`src/rtl/fetch_ctrl.sv`:
```
// fetch_ctrl: instruction-fetch sequencer with one outstanding bus request, held instruction and PC redirect
module fetch_ctrl #(
  parameter int ADDR_WIDTH = 32,
  parameter int INST_WIDTH = 32,
  parameter logic [ADDR_WIDTH-1:0] PC_INIT = '0
) (
  input  logic                  clk,
  input  logic                  rst,
  output logic                  ir_addr_valid,
  input  logic                  ir_addr_ready,
  output logic [ADDR_WIDTH-1:0] ir_addr,
  input  logic                  ir_data_valid,
  output logic                  ir_data_ready,
  input  logic [INST_WIDTH-1:0] ir_data,
  output logic [INST_WIDTH-1:0] inst,
  output logic [ADDR_WIDTH-1:0] inst_pc,
  output logic                  inst_valid,
  input  logic                  inst_ready,
  input  logic                  redirect_valid,
  input  logic [ADDR_WIDTH-1:0] redirect_pc
);
  typedef enum logic [1:0] {REQ, WAIT, HOLD} state_t;
  state_t state, state_n;
  logic [ADDR_WIDTH-1:0] pc, pc_n, addr_q;
  logic discard, discard_n, live, take;
  always_comb begin
    state_n = state;
    discard_n = discard;
    take = 1'b0;
    case (state)
      REQ: begin
        state_n = ir_addr_valid && ir_addr_ready ? WAIT : REQ;
        discard_n = discard || redirect_valid;
      end
      WAIT: begin
        take = ir_data_valid && !discard && !redirect_valid;
        state_n = !ir_data_valid ? WAIT : take ? HOLD : REQ;
        discard_n = ir_data_valid ? 1'b0 : discard || redirect_valid;
      end
      HOLD: state_n = inst_ready || redirect_valid ? REQ : HOLD;
      default: state_n = REQ;
    endcase
    pc_n = redirect_valid ? redirect_pc & ~ADDR_WIDTH'(3) : take ? pc + ADDR_WIDTH'(4) : pc;
  end
  always_ff @(posedge clk) begin
    if (rst) begin
      state <= REQ;
      pc <= PC_INIT;
      addr_q <= PC_INIT;
      discard <= 1'b0;
      live <= 1'b0;
      inst <= '0;
      inst_pc <= '0;
    end else begin
      state <= state_n;
      pc <= pc_n;
      discard <= discard_n;
      live <= 1'b1;
      if (state != REQ) addr_q <= pc_n;
      if (take) begin
        inst <= ir_data;
        inst_pc <= pc;
      end
    end
  end
  assign ir_addr_valid = live && state == REQ;
  assign ir_data_ready = state == WAIT;
  assign inst_valid = state == HOLD;
  assign ir_addr = addr_q;
endmodule

```
`config.mk`:
```
export PLATFORM = sky130hd
export DESIGN_NAME = fetch_ctrl
export DESIGN_NICKNAME = d
export VERILOG_FILES = /design/src/rtl/fetch_ctrl.sv
export SDC_FILE = /design/constraint.sdc
export NUM_CORES = 1
export LEC_CHECK = 0
export BUFFER_PORTS_ARGS = -buffer_cell sky130_fd_sc_hd__buf_2
export CORE_UTILIZATION = 53
export CTS_BUF_LIST = sky130_fd_sc_hd__clkbuf_8
export DETAILED_ROUTE_END_ITERATION = 12
export HOLD_SLACK_MARGIN = 0.05
export PLACE_DENSITY = 0.92
export SLEW_MARGIN = 20
export SYNTH_ARGS = -nofsm -noshare
export SYNTH_HDL_FRONTEND = slang
export SYNTH_SLANG_ARGS = --single-unit
```
`constraint.sdc`:
```
create_clock -name clk -period 2.5 [get_ports clk]
set_clock_uncertainty 0.15 [all_clocks]
set_input_delay 0.125 -clock clk [delete_from_list [all_inputs] [get_ports clk]]
set_output_delay 0.125 -clock clk [all_outputs]
set_load 0.02 [all_outputs]
```
==> out/results.ini <==
[status]
status=complete, no violations

[detailed_routing]
ant_nets=0
vias=6312
wirelength_um=19430
viasPerCell=6.069
wl_per_cell_um=18.68
drt_iter0_markers=1083
route.detailed.drc=0
drt-pass1-iter-count=7

[floorplan]
placementRows=36
start_util_pct=55.64
die-width_um=104.2
fp.coreArea_um2=9955
io_pins=169
dieArea_um2=10860
die_h_um=104.2

[pwr]
peakVddDrop_mv=0.4464
power.total_mw=4.375
p_leak_nw=3.189
power_density_nw_per_um2=579.5

[setup_path]
endpoint=ir_addr[23]
crit_start=pc[10]
cp.required_ns=2.66
worstSetupPathType=register to register
crit_chain=nand4_1 -> or4_4 -> nor2_4 -> xnor2_1 -> a2111oi_2
cp-start-kind=register
crit_fanout=8
cp.depth=5
r2r_cells=5
cp_slowest_cell=or4_4
r2r_slack_ns=0.01
worstPathArrival_ns=2.65
cp_top_family=simple AND/OR/NAND/NOR gates
r2r_start=pc[10]
slowest_delay_ns=0.67
endpoint_kind=register
timing.rr.end=ir_addr[23]
cp_num_buf_inv=0

[cts]
ctsLongestPathBuffers=2
cts_made_buffers=17
htreeDepth=4
cts.clk_slew.worst_paths_ns=0.07
cts_root_buffer=clkbuf_8
worstSkewPairLatency_ns=0.44
clock_sinks=132
cts_tree=done

[final_layout]
num_antenna_cells=0
area_growth_pct=36.30
drive_above_1_share_pct=27.01
final_nets=966
stdcell_count=1040

[yosys]
syn-num-nets=745
ys_seq_area_share_pct=47.71
ys_warn_count=0
ys_ff_latch=132
netlist_area_um2=5539
ys_types=60
avgSynthCellArea_um2=8.218
syn_inst=674
synth_edf_count=0
async_flop_share_pct=0
ys.flop_type=dfxtp_1

[sta]
whs_ns=0.3012
min_period_over_period_pct=99.56
max_freq_mhz=401.8
finalHoldViolations=0
worst_pin_slew_ns=0.4573
slew_violations=0
setup_viol=0
fin_crit_ns=2.489
maxSlewHeadroom_pct=69.19

[global_route]
grt_max_degree=43
grt_pass1_wl_um=29990
antenna_found_initial=0
grt_pass1_vias=6003
grt_util_all_layers_pct=34.88
grt-ovfl-total=0

[min_path]
min_path_type=register to register

[placed_design]
port_buffers=166
place_hpwl_um=10440
place_inst=937
place_congestion=0.9249

[run]
maxCapViolations=0

## routing by layer
metal	track usage (%)	wire [um]	up-vias
met2	55.00	8803	533
met5	0	0	-
met4	20.51	1157	0
li1	-	-	2792
met3	9.586	2220	132
met1	42.65	7246	2855
## cell usage after synthesis (5+ instances only)
| library cell | n | area [um2] |
|---|---|---|
| a21oi_1 | 84 | 420.4 |
| buf_2 | 6 | 30.03 |
| nor2_1 | 40 | 150.1 |
| and3_1 | 5 | 31.28 |
| nor3_1 | 19 | 95.09 |
| nand4_1 | 11 | 68.82 |
| clkbuf_1 | 36 | 135.1 |
| o211a_1 | 5 | 50.05 |
| nand2_1 | 155 | 581.8 |
| o41ai_1 | 5 | 43.79 |
| a211oi_1 | 7 | 52.55 |
| nor4_1 | 5 | 31.28 |
| xnor2_1 | 8 | 70.07 |
| dfxtp_1 | 132 | 2643 |
| and4_1 | 5 | 43.79 |
| o21ai_0 | 16 | 80.08 |
| nor2b_1 | 6 | 37.54 |
| nand2b_1 | 7 | 43.79 |
| nand3_1 | 30 | 150.1 |
| buf_1 | 9 | 33.78 |
| a31oi_1 | 5 | 31.28 |
| mux2i_1 | 7 | 70.07 |
| or3_1 | 5 | 31.28 |
## how the worst min path moves through the flow
stage	startpoint	slack (ns)	depth (start not counted)	to
after detailed placement	ir_data[31]	0.22	3	inst[31]
after CTS	inst_pc[31]	0.30	2	inst_pc[31]
after global routing	inst_pc[20]	0.32	2	inst_pc[20]
after floorplan	ir_data[2]	0.11	2	inst[2]
final	inst_pc[18]	0.30	2	inst_pc[18]
after global placement	ir_data[14]	0.22	3	inst[14]
## final cells by class
type	count	area [um2]
Clock buffer	20	275.3
Clock inverter	11	65.06
Fill cell	631	2405
Inverter	4	15.01
Multi-Input combinational cell	485	2706
Sequential cell	132	2645
Tap cell	133	166.4
Timing Repair Buffer	255	1677
## stage by stage
stage | setup slack [ns] | utilization (%) | setup TNS [ns] | cell area (um2)
floorplan | 0.4143 | - | 0 | 5539
global placement | 0.2903 | 64.87 | 0 | 6457
detailed placement | 0.2496 | 64.87 | 0 | 6457
CTS | 0.05357 | 75.33 | 0 | 7498
global route | -0.01761 | 75.84 | -0.02855 | 7550
finish | 0.01108 | 75.84 | 0 | 7550
## power by group
part	leakage (nW)	switching, mW	internal, mW
Sequential	1.07	0.0954	2.17
Combinational	1.94	0.292	0.234
Clock	0.176	0.838	0.743
Total	3.19	1.23	3.15
## worst reg2reg max path, stage by stage (launching register included)
cell and delay, ns:
dfxtp_1 0.51, nand4_1 0.42, or4_4 0.67, nor2_4 0.14, xnor2_1 0.13, a2111oi_2 0.35
## placed cells by master, fill, tap and decap left out, drive strengths merged, types with 5 or more instances in the layout
cell type,count
a211oi,7
a21oi,84
a31oi,5
and3,5
and4,5
buf,185
clkbuf,20
dfxtp,132
dlygate4sd3,70
inv,7
mux2i,7
nand2,155
nand2b,7
nand3,31
nand4,14
nor2,41
nor2b,6
nor3,19
nor4,8
o211a,5
o21ai,16
o41ai,5
or3,5
xnor2,8
## registers in the layout (all words and copies together) (netlist names)
register / count
state: 2
inst: 32
discard: 1
inst_pc: 32
live: 1
ir_addr: 32
pc: 32
## cell families (layout without fill, tap and decap cells)
family / after synthesis / after routing / synth area share, %
compound gates: 150 / 150 / 16.60
fa+ha+maj: 1 / 1 / 0.2259
mux: 9 / 9 / 1.739
simple gates: 314 / 314 / 27.78
flops: 132 / 132 / 47.71
buf+inv: 57 / 290 / 4.201
xor+xnor: 11 / 11 / 1.739
## what timing repair did
item                                    4_1_cts  5_1_grt
hold endpoints to repair                    100        0
resized for setup                             0        9
endpoints found under the setup margin        0       13
buffers inserted                              0        2
hold buffers                                 70        0
(Power assumes the default switching activity.)
